**src/rtl/gpr_writeback_arb.sv**
```systemverilog
// Round-robin writeback arbiter: filters non-writing commits and issues one registered GPR write per cycle.
// One-cycle latency from acceptance to wb_*. When the output stalls, writing sources see req_ready low and wb_* hold.
module gpr_writeback_arb #(
  parameter int NUM_REQS    = 4,
  parameter int NUM_THREADS = 4,
  parameter int NUM_WARPS   = 4,
  parameter int NUM_REGS    = 64,
  parameter int DATAW       = 32,
  localparam int WID_W = (NUM_WARPS > 1) ? $clog2(NUM_WARPS) : 1,
  localparam int RD_W  = (NUM_REGS > 1) ? $clog2(NUM_REGS) : 1,
  localparam int PTR_W = (NUM_REQS > 1) ? $clog2(NUM_REQS) : 1,
  localparam int LANEW = NUM_THREADS * DATAW
) (
  input  logic                            clk,
  input  logic                            reset,
  input  logic [NUM_REQS-1:0]             req_valid,
  input  logic [NUM_REQS-1:0]             req_wb,
  input  logic [NUM_REQS*WID_W-1:0]       req_wid,
  input  logic [NUM_REQS*RD_W-1:0]        req_rd,
  input  logic [NUM_REQS*NUM_THREADS-1:0] req_tmask,
  input  logic [NUM_REQS*LANEW-1:0]       req_data,
  output logic [NUM_REQS-1:0]             req_ready,
  output logic                            wb_valid,
  output logic [WID_W-1:0]                wb_wid,
  output logic [RD_W-1:0]                 wb_rd,
  output logic [NUM_THREADS-1:0]          wb_tmask,
  output logic [LANEW-1:0]                wb_data,
  input  logic                            wb_ready,
  output logic [31:0]                     perf_conflicts
);

  function automatic logic [PTR_W-1:0] wrap_idx(input int base, input int ofs);
    return PTR_W'((base + ofs) % NUM_REQS);
  endfunction

  logic [NUM_REQS-1:0] writing;
  logic [NUM_REQS-1:0] grant_vec;
  logic [PTR_W-1:0]    rr_ptr;
  logic [PTR_W-1:0]    grant_idx;
  logic                grant_found;
  logic                can_load;
  logic                grant;

  // A commit only reaches the register file if it names a real register and some thread writes it.
  always_comb begin
    writing = '0;
    for (int i = 0; i < NUM_REQS; i++) begin
      writing[i] = req_valid[i] & req_wb[i]
                 & (|req_rd[i*RD_W +: RD_W])
                 & (|req_tmask[i*NUM_THREADS +: NUM_THREADS]);
    end
  end

  always_comb begin
    grant_found = 1'b0;
    grant_idx   = '0;
    for (int k = 0; k < NUM_REQS; k++) begin
      if (!grant_found && writing[wrap_idx(int'(rr_ptr), k)]) begin
        grant_found = 1'b1;
        grant_idx   = wrap_idx(int'(rr_ptr), k);
      end
    end
  end

  assign can_load = ~wb_valid | wb_ready;
  assign grant    = grant_found & can_load & ~reset;

  always_comb begin
    grant_vec            = '0;
    grant_vec[grant_idx] = grant;
  end

  // Non-writing commits are retired immediately regardless of output stall.
  assign req_ready = reset ? '0 : ((req_valid & ~writing) | grant_vec);

  always_ff @(posedge clk) begin
    if (reset) begin
      wb_valid       <= 1'b0;
      wb_wid         <= '0;
      wb_rd          <= '0;
      wb_tmask       <= '0;
      wb_data        <= '0;
      rr_ptr         <= '0;
      perf_conflicts <= '0;
    end else begin
      if ($countones(writing) > 1) begin
        perf_conflicts <= perf_conflicts + 32'd1;
      end
      if (grant) begin
        wb_valid <= 1'b1;
        wb_wid   <= req_wid[grant_idx*WID_W +: WID_W];
        wb_rd    <= req_rd[grant_idx*RD_W +: RD_W];
        wb_tmask <= req_tmask[grant_idx*NUM_THREADS +: NUM_THREADS];
        wb_data  <= req_data[grant_idx*LANEW +: LANEW];
        rr_ptr   <= wrap_idx(int'(grant_idx), 1);
      end else if (wb_ready) begin
        wb_valid <= 1'b0;
      end
    end
  end

endmodule

```
**config.mk**
```make
export PLATFORM = sky130hd
export DESIGN_NAME = gpr_writeback_arb
export DESIGN_NICKNAME = d
export VERILOG_FILES = /design/src/rtl/gpr_writeback_arb.sv
export SDC_FILE = /design/constraint.sdc
export NUM_CORES = 1
export LEC_CHECK = 0
export ABC_AREA = 1
export ABC_CLOCK_PERIOD_IN_PS = 4950
export CORE_AREA = 2 2 288 290
export CTS_BUF_LIST = sky130_fd_sc_hd__clkbuf_16
export DETAILED_ROUTE_END_ITERATION = 16
export DIE_AREA = 0 0 290 292
export RECOVER_POWER = 50
export SKIP_LAST_GASP = 1
export SYNTH_ARGS = -nofsm -noshare
export SYNTH_HDL_FRONTEND = slang
export SYNTH_SLANG_ARGS = --single-unit
```
**constraint.sdc**
```tcl
create_clock -name clk -period 4.95 [get_ports clk]
set_clock_uncertainty 0.05 [all_clocks]
set_input_delay 1.485 -clock clk [delete_from_list [all_inputs] [get_ports clk]]
set_output_delay 1.485 -clock clk [all_outputs]
set_load 0.02 [all_outputs]
```
### Word-level counts from Yosys, hierarchy flattened

Cells that the tools add are included.

| operators by class | value |
|---|---|
| order comparisons | 7 |
| multiplexer cells | 21 |
| add/subtract/negate cells | 8 |
| bitwise logic cells | 21 |
| shifts and indexed selects | 4 |
| $mul | 1 |
| reductions and logical operators | 16 |
| div/mod/pow operators | 0 |
| eq/ne operators | 0 |

Operators with widths:

| operator | number |
|---|---|
| 512-bit by 10-bit variable part select with 128-bit output | 1 |
| 32-bit by 1-bit adder with 32-bit output, second input constant | 1 |
| 6-bit OR reduction | 4 |
| 24-bit by 6-bit variable part select with 6-bit output | 1 |
| 4-bit OR reduction | 4 |
| 16-bit by 5-bit variable part select with 4-bit output | 1 |
| 2-bit by 3-bit less-than comparator with 1-bit output, second input constant | 5 |
| 1-bit bitwise AND | 14 |
| 1-bit two-way mux | 11 |
| 4-bit bitwise AND | 2 |
| 1-bit binary-select mux with 2-bit select | 4 |
| 2-bit two-way mux | 4 |
| 8-bit by 4-bit variable part select with 2-bit output | 1 |
| 1-bit by 1-bit adder with 2-bit output | 2 |
| 2-bit by 1-bit adder with 2-bit output, second input constant | 2 |
| 2-bit adder, second input constant | 2 |
| 1-bit logical AND | 4 |
| 2-bit by 2-bit multiplier with 4-bit output, second input constant | 1 |
| 4-bit two-way mux | 1 |
| 4-bit NOT | 1 |
| 4-bit OR | 1 |
| 2-bit by 2-bit adder with 3-bit output | 1 |
| 3-bit by 1-bit greater-than comparator with 1-bit output, second input constant | 1 |
| 1-bit logical NOT | 3 |
| other kinds (5) | 6 |

| storage, ports and cells | value |
|---|---|
| ROM bits | 0 |
| logic and storage cells | 85 |
| memories kept | 0 |
| bits in writable memories | 0 |
| bits in registers | 175 |
| latch bits | 0 |

### Depth between registers and ports, before layout

Gate-level depths: netlist of run 1.

| logic depth | value |
|---|---|
| word-level depth | 22 |
| mapped depth | 17 |

### Least setup slack after synthesis of run 1

Ideal clock, no wire load.

| timing path | value |
|---|---|
| kind | input to output |
| start point | input req_tmask[4] |
| end point | output req_ready[1] |
| arrival time | 3131 ps |
| cell stages on the path | 14 |
| path buffers | 2 |
| setup slack | 284 ps |
| cells stage by stage | nor2_1 > a21oi_1 > nand3_1 > nand3_1 > nand2_1 > inv_1 > nand3_1 > nand3_1 > nand2_1 > buf_4 > buf_6 > nor2_1 > nand2_1 > a21oi_1 |

| on the way | value |
|---|---|
| word-level cells in the longest chain between the ends | 21 |

RTL lines:

| what | RTL line | RTL |
|---|---|---|
| from (decl) | 20 | `input logic [NUM_REQS*NUM_THREADS-1:0] req_tmask,` |
| 4-bit OR reduction * | 50 | `& (\|req_tmask[i*NUM_THREADS +: NUM_THREADS]);` |
| 1-bit bitwise AND * | 50 |  |
| 1-bit binary-select mux with 2-bit select | 58 | `if (!grant_found && writing[wrap_idx(int'(rr_ptr), k)]) begin` |
| 1-bit two-way mux (not written as such) | 58 |  |
| 1-bit two-way mux | 58 |  |
| 1-bit logical NOT | 58 |  |
| 1-bit logical AND | 58 |  |
| 1-bit two-way mux | 58 |  |
| [5 not listed] | - |  |
| 2-bit two-way mux | 58 |  |
| 2-bit by 3-bit less-than comparator with 1-bit output (not written as such) or 2-bit by 1-bit greater-or-equal comparator with 1-bit output (tied branches) | 70 | `grant_vec[grant_idx] = grant;` |
| 1-bit logical AND (not written as such) | 70 |  |
| 1-bit two-way mux (not written as such) | 70 |  |
| 1-bit demux with 2-bit select | 70 |  |
| 4-bit bitwise AND (no source line) | - |  |
| 4-bit OR * | 74 | `assign req_ready = reset ? '0 : ((req_valid & ~writing) \| grant_vec);` |
| 4-bit two-way mux * | 74 |  |
| to (decl) | 22 | `output logic [NUM_REQS-1:0] req_ready,` |

Every way passes the cells marked *; elsewhere a longest branch is shown, timed or not. The select of a mux whose other input is x is not followed.

### Worst setup path in the final report of run 1

| timing path | value |
|---|---|
| start point | input req_valid[3] |
| end point | output req_ready[1] |

| on the way | value |
|---|---|
| word-level cells in the longest chain between the ends | 22 |

RTL lines:

| what | RTL line | RTL |
|---|---|---|
| from (decl) | 16 | `input logic [NUM_REQS-1:0] req_valid,` |
| 1-bit bitwise AND * | 48 | `writing[i] = req_valid[i] & req_wb[i]` |
| 1-bit bitwise AND * | 49 | `& (\|req_rd[i*RD_W +: RD_W])` |
| 1-bit bitwise AND * | 50 |  |
| 1-bit binary-select mux with 2-bit select | 58 |  |
| 1-bit two-way mux (not written as such) | 58 |  |
| 1-bit two-way mux | 58 |  |
| 1-bit logical NOT | 58 |  |
| 1-bit logical AND | 58 |  |
| [6 not listed] | - |  |
| 2-bit two-way mux | 58 |  |
| 2-bit by 3-bit less-than comparator with 1-bit output (not written as such) or 2-bit by 1-bit greater-or-equal comparator with 1-bit output (tied branches) | 70 |  |
| 1-bit logical AND (not written as such) | 70 |  |
| 1-bit two-way mux (not written as such) | 70 |  |
| 1-bit demux with 2-bit select | 70 |  |
| 4-bit bitwise AND (no source line) * | - |  |
| 4-bit OR * | 74 |  |
| 4-bit two-way mux * | 74 |  |

Marks and branches as above.

==> summary.md, run 1 <==
| Metric | Value |
|---|---|
| Status | `finished clean` |
| # Max-Cap Violations | `0` |
| Nets | `3605` |
| CP Capture Point | `req_ready[1]` |
| Worst setup margin | `0.0547 ns` |
| CP startpoint | `req_valid[3]` |
| Initial antenna violation count | `5` |
| CTS tree | `built` |
| Main flop type after synthesis | `dfxtp_1` |
| Cell Area, Synth | `13300 sq um` |
| RR Startpoint | `rr_ptr[0]$_SDFFE_PP0P_` |
| Mean Syn Cell Area | `5.64 sq um` |
| Final Power | `14.1 mW` |
| Cell Rows | `105` |
| Worst slack, placed | `-0.492 ns` |
| Finished Core Util | `28.2%` |
| Critical Path Start Type | `input pin` |
| PortBufs | `747` |
| Mapped Nets | `2937` |
| Setup-failing EPs final | `0` |
| Ys Warns | `0` |
| Multi-input gate area | `8770 sq um` |
| Hpwl dp | `53900 um` |
| Syn Inst Count | `2364` |
| Routability cong. | `0.881` |
| # fillers | `9060` |
| Commonest non-fill, non-tap cells in the layout | `nand2_1 (1058), clkdlybuf4s50_1 (522), nand3_1 (435)` |
| Clock transition at path regs | `0.07 ns` |
| Fmax | `0.204 GHz` |
| Placed Area | `21900 sq um` |
| Io pins | `748` |
| Max Slew Vio Count | `0` |
| Worst R2R Path Depth | `17` |
| First drt pass iteration count | `5` |
| Critical path arrival | `3.36 ns` |
| Initial drt markers | `887` |
| Final wirelength | `71200 um` |
| Peak supply drop | `1.17 mV` |
| Worst-path fanout max | `5` |
| Design Area, Final | `23000 sq um` |
| Post-synth EDFFs | `0` |
| Period utilization | `98.9%` |
| Worst Path Required | `3.41 ns` |
| H-tree levels | `4` |
| Hold_buf cts | `0` |
| Reg area | `3500 sq um` |
| Cell Int Power | `6.15 mW` |
| Core Region | `81600 sq um` |
| ANT nets after route | `0` |
| Die Wd | `290 um` |
| Num CTS Buffers | `17` |
| Most common cell after layout, fill and taps aside | `nand2_1` |
| Top cells by area, synth | `nand2_1 (30%), dfxtp_1 (26%), nand3_1 (17%), nand3b_1 (7.9%), inv_1 (4.8%)` |
| Power share of the sequential group | `15.0%` |
| Final hold violations | `0` |
| Clk Latency, worst-skew pair | `0.48 ns` |
| Post-synthesis sequential area ratio | `26.3%` |
| Area of the die | `84700 sq um` |
| Actual slew at the worst max-slew pin | `0.956 ns` |
| Psw | `7.93 mW` |
| Reg2reg end | `wb_data[86]$_SDFFE_PP0P_` |
| Relative slew slack | `36.3%` |
| Clock Sinks | `175` |
| CP endpoint kind | `output pin` |
| Switching Fraction | `56.3%` |
| Worst Hold Class | `reg -> reg` |
| Clock power frac | `10.7%` |
| Layout cell share with drive strength beyond 1 | `6.93%` |
| Reg2Reg Setup Slack | `0.83 ns` |
| CTS Buffer Depth | `2` |
| Crit Path Category | `in -> out` |
| Minimum clock period | `4.90 ns` |
| Root buffer cell | `clkbuf_16` |
| GRT overflow | `0` |
| Synth area leader | `nand2_1` |
| Hold WS | `0.418 ns` |
| Netlist cell types | `32` |
| Vias in the first global route | `17.3k` |
| WL/cell | `17.3 um` |
| Area Growth Syn to Fin | `72.7%` |
| P_leak | `11.0 nW` |
| Via-to-Cell Ratio | `4.26` |
| Starting Density | `16.4%` |
| Synth Register Bits | `175` |
| First-pass GRT wire length | `107000 um` |
| All-Layer GR Usage | `16.4%` |
| Combinational power share | `74.3%` |
| Via count | `17.6k` |
| Largest net degree at the start of global routing | `167` |
| Chip height | `292 um` |
| Async SR Flop Fraction | `0%` |
| Top-area cell type share of the netlist area | `30.2%` |
| Power Density | `611 nW/um^2` |
| Residual DRC | `0` |
per-stage QoR:
step | std cells | TNS [ns]
5_1_grt | 4116 | -0.0677
3_5_place_dp | 4063 | -22.39
4_1_cts | 4110 | 0
2_1_floorplan | 2364 | 0
3_3_place_gp | 4063 | -20.09
6_report | 4116 | 0
cell families (layout without fill, tap and decap cells):
group / after synthesis / in the layout / share of synthesized area (%)
XOR/XNOR: 11 / 11 / 0.778
buffers and inverters: 351 / 1032 / 11.8
flip-flops: 175 / 175 / 26.3
AND/OR/NAND/NOR: 1770 / 1770 / 58.7
adder cells (fa/ha/maj): 2 / 2 / 0.244
other: 0 / 1 / 0
AO/OA/AOI/OAI: 55 / 55 / 2.19
Yosys cell counts, types with 2 or more instances:
master	number
a21oi_1	38
a21oi_2	2
buf_1	10
buf_2	108
buf_4	8
buf_6	12
clkbuf_1	38
dfxtp_1	175
inv_1	171
inv_2	4
nand2_1	1073
nand2_2	5
nand3_1	458
nand3b_1	140
nand4_1	7
nor2_1	56
nor2_2	4
nor3_1	19
nor4_1	4
o21a_1	2
o21ai_0	11
xnor2_1	5
xor2_1	5
worst max-delay path, stage by stage:
cell             delay [ns]
clkdlybuf4s15_1        0.22
nand2_4                0.10
a21oi_4                0.20
nand3_2                0.15
nand2_2                0.12
nand2_1                0.06
nand2_2                0.11
nand4_1                0.15
nand2_4                0.14
nand2_8                0.08
nor2_4                 0.10
nand2_2                0.07
a21oi_2                0.11
buf_4                  0.13
buf_12                 0.11
worst min-delay path by stage:
stage / startpoint / to / slack [ns] / cells after the start
after global routing: wb_data[18]$_SDFFE_PP0P_ / wb_data[18]$_SDFFE_PP0P_ / 0.43 / 2
final: wb_data[58]$_SDFFE_PP0P_ / wb_data[58]$_SDFFE_PP0P_ / 0.42 / 2
after CTS: wb_data[114]$_SDFFE_PP0P_ / wb_data[114]$_SDFFE_PP0P_ / 0.42 / 2
after global placement: wb_data[20]$_SDFFE_PP0P_ / wb_data[20]$_SDFFE_PP0P_ / 0.41 / 2
after detailed placement: wb_data[114]$_SDFFE_PP0P_ / wb_data[114]$_SDFFE_PP0P_ / 0.41 / 2
after floorplan: perf_conflicts[12]$_SDFFE_PP0N_ / perf_conflicts[12]$_SDFFE_PP0N_ / 0.49 / 2
metal layers:
| metal | vias to the layer above | global-route usage (%) | routed length, um |
|---|---|---|---|
| li1 | 8834 | - | - |
| met4 | 8 | 7.72 | 3160 |
| met3 | 106 | 4.49 | 5420 |
| met2 | 712 | 28.2 | 34300 |
| met5 | - | 0 | 42 |
| met1 | 7890 | 18.9 | 28300 |
power by group through the flow:
stage / combinational (mW) / clock [mW] / sequential (mW)
final: 10.5 / 1.51 / 2.11
after global routing: 11.7 / 1.63 / 2.17
after CTS: 10.6 / 1.59 / 2.13
after detailed placement: 10.4 / 0 / 2.15
after global placement: 10.4 / 0 / 2.14
after floorplan: 6.32 / 0 / 2.61
what timing repair did:
action	CTS	global route
buffers inserted	15	6
endpoints found under the setup margin	4	4
pin swaps	52	51
gates resized for setup	117	89
sequential cells by signal (all words and copies together) (netlist names):
register        cells
wb_data           128
perf_conflicts     32
wb_valid            1
rr_ptr              2
wb_tmask            4
wb_rd               6
wb_wid              2
area by class of cell:
type	count	share of cell area [%]
Clock inverter	15	0.826
Multi-Input combinational cell	1838	38.1
Inverter	175	2.94
Sequential cell	175	15.2
Tap cell	1070	5.81
Clock buffer	17	1.85
Antenna cell	1	0.0109
Timing Repair Buffer	825	35.3
Note: power is estimated with default switching activity, not from simulation.
==> run 2, diff against run 1 <==
--- a/config.mk
+++ b/config.mk
@@ -6,11 +6,11 @@
 export NUM_CORES = 1
 export LEC_CHECK = 0
 export ABC_AREA = 1
-export ABC_CLOCK_PERIOD_IN_PS = 4950
 export CORE_AREA = 2 2 288 290
 export CTS_BUF_LIST = sky130_fd_sc_hd__clkbuf_16
 export DETAILED_ROUTE_END_ITERATION = 16
 export DIE_AREA = 0 0 290 292
+export PLACE_DENSITY_LB_ADDON = 0.12
 export RECOVER_POWER = 50
 export SKIP_LAST_GASP = 1
 export SYNTH_ARGS = -nofsm -noshare
==> run 2 against run 1 <==
Compared with the run above: critical path depth is 1 lower; cell count hardly changed; power is 1.4% higher; via count is 0.94% higher; flip-flop and latch count stayed put; worst hold slack better by 0.0020 ns; register-to-register slack worse by 0.06 ns; sequential share of layout area is 0.14 points higher; sequential power hardly changed; clock-buffer cell count stayed put; largest cell class unchanged.
==> summary.md, run 2 (synthesis gave the netlist of run 1 again) <==
| Metric | Value |
|---|---|
| Design Area, Final | `22800 sq um` |
| Critical path depth in cells | `14` |
| Largest net degree at the start of global routing | `191` |
| Power Density | `625 nW/um^2` |
| Setup-failing EPs final | `0` |
| Core Region | `81600 sq um` |
| # Max-Cap Violations | `0` |
| RR Startpoint | `rr_ptr[0]$_SDFFE_PP0P_` |
| H-tree levels | `4` |
| WL/cell | `19.4 um` |
| Max Slew Vio Count | `0` |
| Routability cong. | `0.903` |
| Nets | `3598` |
| CTS Buffer Depth | `2` |
| Final Power | `14.3 mW` |
| Via-to-Cell Ratio | `4.31` |
| # fillers | `9142` |
| Residual DRC | `0` |
| CP startpoint | `req_rd[19]` |
| Root buffer cell | `clkbuf_16` |
| Num CTS Buffers | `17` |
| Period utilization | `98.8%` |
| Combinational power share | `75.4%` |
| Initial antenna violation count | `16` |
| Critical path arrival | `3.35 ns` |
| Hold_buf cts | `0` |
| Top flop regs | `wb_data x128, perf_conflicts x32, wb_rd x6` |
| Final wirelength | `79800 um` |
| CTS tree | `built` |
| Most common cell after layout, fill and taps aside | `nand2_1` |
| All-Layer GR Usage | `18.5%` |
| Worst Hold Class | `reg -> reg` |
| P_leak | `10.4 nW` |
| Layout cell share with drive strength beyond 1 | `6.45%` |
| Cell Count, Final, Fillers Out | `4112` |
| Crit-path leading delay family | `simple AND/OR/NAND/NOR gates` |
| Worst setup margin | `0.0618 ns` |
| Area of the die | `84700 sq um` |
| Hold Path Depth | `2` |
| First drt pass iteration count | `6` |
| Die Wd | `290 um` |
| Worst slack, placed | `-0.932 ns` |
| Actual slew at the worst max-slew pin | `1.27 ns` |
| Chip height | `292 um` |
| Multi-input gate area | `8720 sq um` |
| RSZ-0062 raised after global routing | `yes` |
| Cell Int Power | `6.17 mW` |
| Clock Sinks | `175` |
| Via count | `17.7k` |
| Crit Path Category | `in -> out` |
| Hpwl dp | `59700 um` |
| Starting Density | `16.4%` |
| CP Buf/Inv Count | `3` |
| Power share of the sequential group | `14.9%` |
| Peak supply drop | `0.970 mV` |
| Clock power frac | `9.7%` |
| Vias in the first global route | `17.9k` |
| Worst Path Required | `3.41 ns` |
| Status | `finished clean` |
| Relative slew slack | `15.3%` |
| Critical Path Start Type | `input pin` |
| Critical path's largest stage delay | `0.26 ns` |
| Clk Latency, worst-skew pair | `0.48 ns` |
| Final hold violations | `0` |
| Initial drt markers | `839` |
| Setup TNS | `0 ns` |
| # placed instances | `4064` |
| GRT overflow | `0` |
| PortBufs | `747` |
| Top reg by flops | `wb_data` |
| ANT nets after route | `0` |
| Critical Path, Cell by Cell | `dlygate4sd2_1 -> nor2_2 -> nand3_2 -> nand3_4 -> nand3_4 -> nand2_8 -> nand2_4 -> nor2_4 -> nand3_4 -> nand2_8 -> buf_4 -> nand4_1 -> a21oi_2 -> buf_6` |
| Cell Rows | `105` |
| CP Capture Point | `req_ready[3]` |
| CP endpoint kind | `output pin` |
| Clock transition at path regs | `0.07 ns` |
| Worst-path fanout max | `5` |
| Placed Area | `21800 sq um` |
| Switching Fraction | `56.8%` |
| Psw | `8.11 mW` |
| Finished Core Util | `28.0%` |
| Reg area | `3500 sq um` |
| Reg2Reg Setup Slack | `0.77 ns` |
| Hold WS | `0.420 ns` |
| First-pass GRT wire length | `119000 um` |
| Most used cell, CP | `nand3_4` |
| Io pins | `748` |
| Worst R2R Path Depth | `16` |
| Slowest CP cell | `dlygate4sd2_1` |
| Minimum clock period | `4.89 ns` |
| Fmax | `0.205 GHz` |
| Commonest non-fill, non-tap cells in the layout | `nand2_1 (1059), clkdlybuf4s50_1 (695), nand3_1 (436)` |
| Area Growth Syn to Fin | `71.1%` |
| Reg2reg end | `wb_data[63]$_SDFFE_PP0P_` |
| Max reg flops | `128` |
## run 2: power by group through the flow
stage	clock network (mW)	registers, mW	logic, mW
3_5_place_dp	0	2.14	10.7
3_3_place_gp	0	2.13	10.7
2_1_floorplan	0	2.61	6.32
6_report	1.38	2.13	10.8
4_1_cts	1.47	2.12	10.9
5_1_grt	1.51	2.18	12.0
## run 2: worst min-delay path, stage by stage, from the launching register on
cell     delay, ns
dfxtp_1       0.31
nand3_1       0.07
nand2_1       0.05
## run 2: routing by layer
metal	vias up	wire length, um	global-route usage [%]
li1	8819	-	-
met1	8237	33600	21.7
met2	572	39400	32.8
met3	69	5470	5.76
met4	18	1240	3.84
met5	-	111	0
## run 2: final cells by class
cell class              instances  area share [%]
multi-input cells            1838            38.2
repair buffers                818            35.1
flip-flops and latches        175            15.3
well taps                    1070            5.86
inverters                     175            2.94
clock buffers                  17            1.86
clock inverters                15           0.592
diodes                          4          0.0438
## run 2: worst min-delay path by stage
stage / to / from / slack, ns
after floorplan: perf_conflicts[12]$_SDFFE_PP0N_ / perf_conflicts[12]$_SDFFE_PP0N_ / 0.49
after global placement: wb_rd[2]$_SDFFE_PP0P_ / wb_rd[2]$_SDFFE_PP0P_ / 0.41
after detailed placement: wb_data[62]$_SDFFE_PP0P_ / wb_data[62]$_SDFFE_PP0P_ / 0.41
after CTS: wb_data[47]$_SDFFE_PP0P_ / wb_data[47]$_SDFFE_PP0P_ / 0.42
after global routing: wb_tmask[3]$_SDFFE_PP0P_ / wb_tmask[3]$_SDFFE_PP0P_ / 0.44
final: wb_data[23]$_SDFFE_PP0P_ / wb_data[23]$_SDFFE_PP0P_ / 0.42
## run 2: repair_timing
item,CTS,global route
setup buffers,10,3
endpoints found under the hold margin,0,0
pin swaps,58,36
endpoints found under the setup margin,57,11
gates resized for setup,141,56
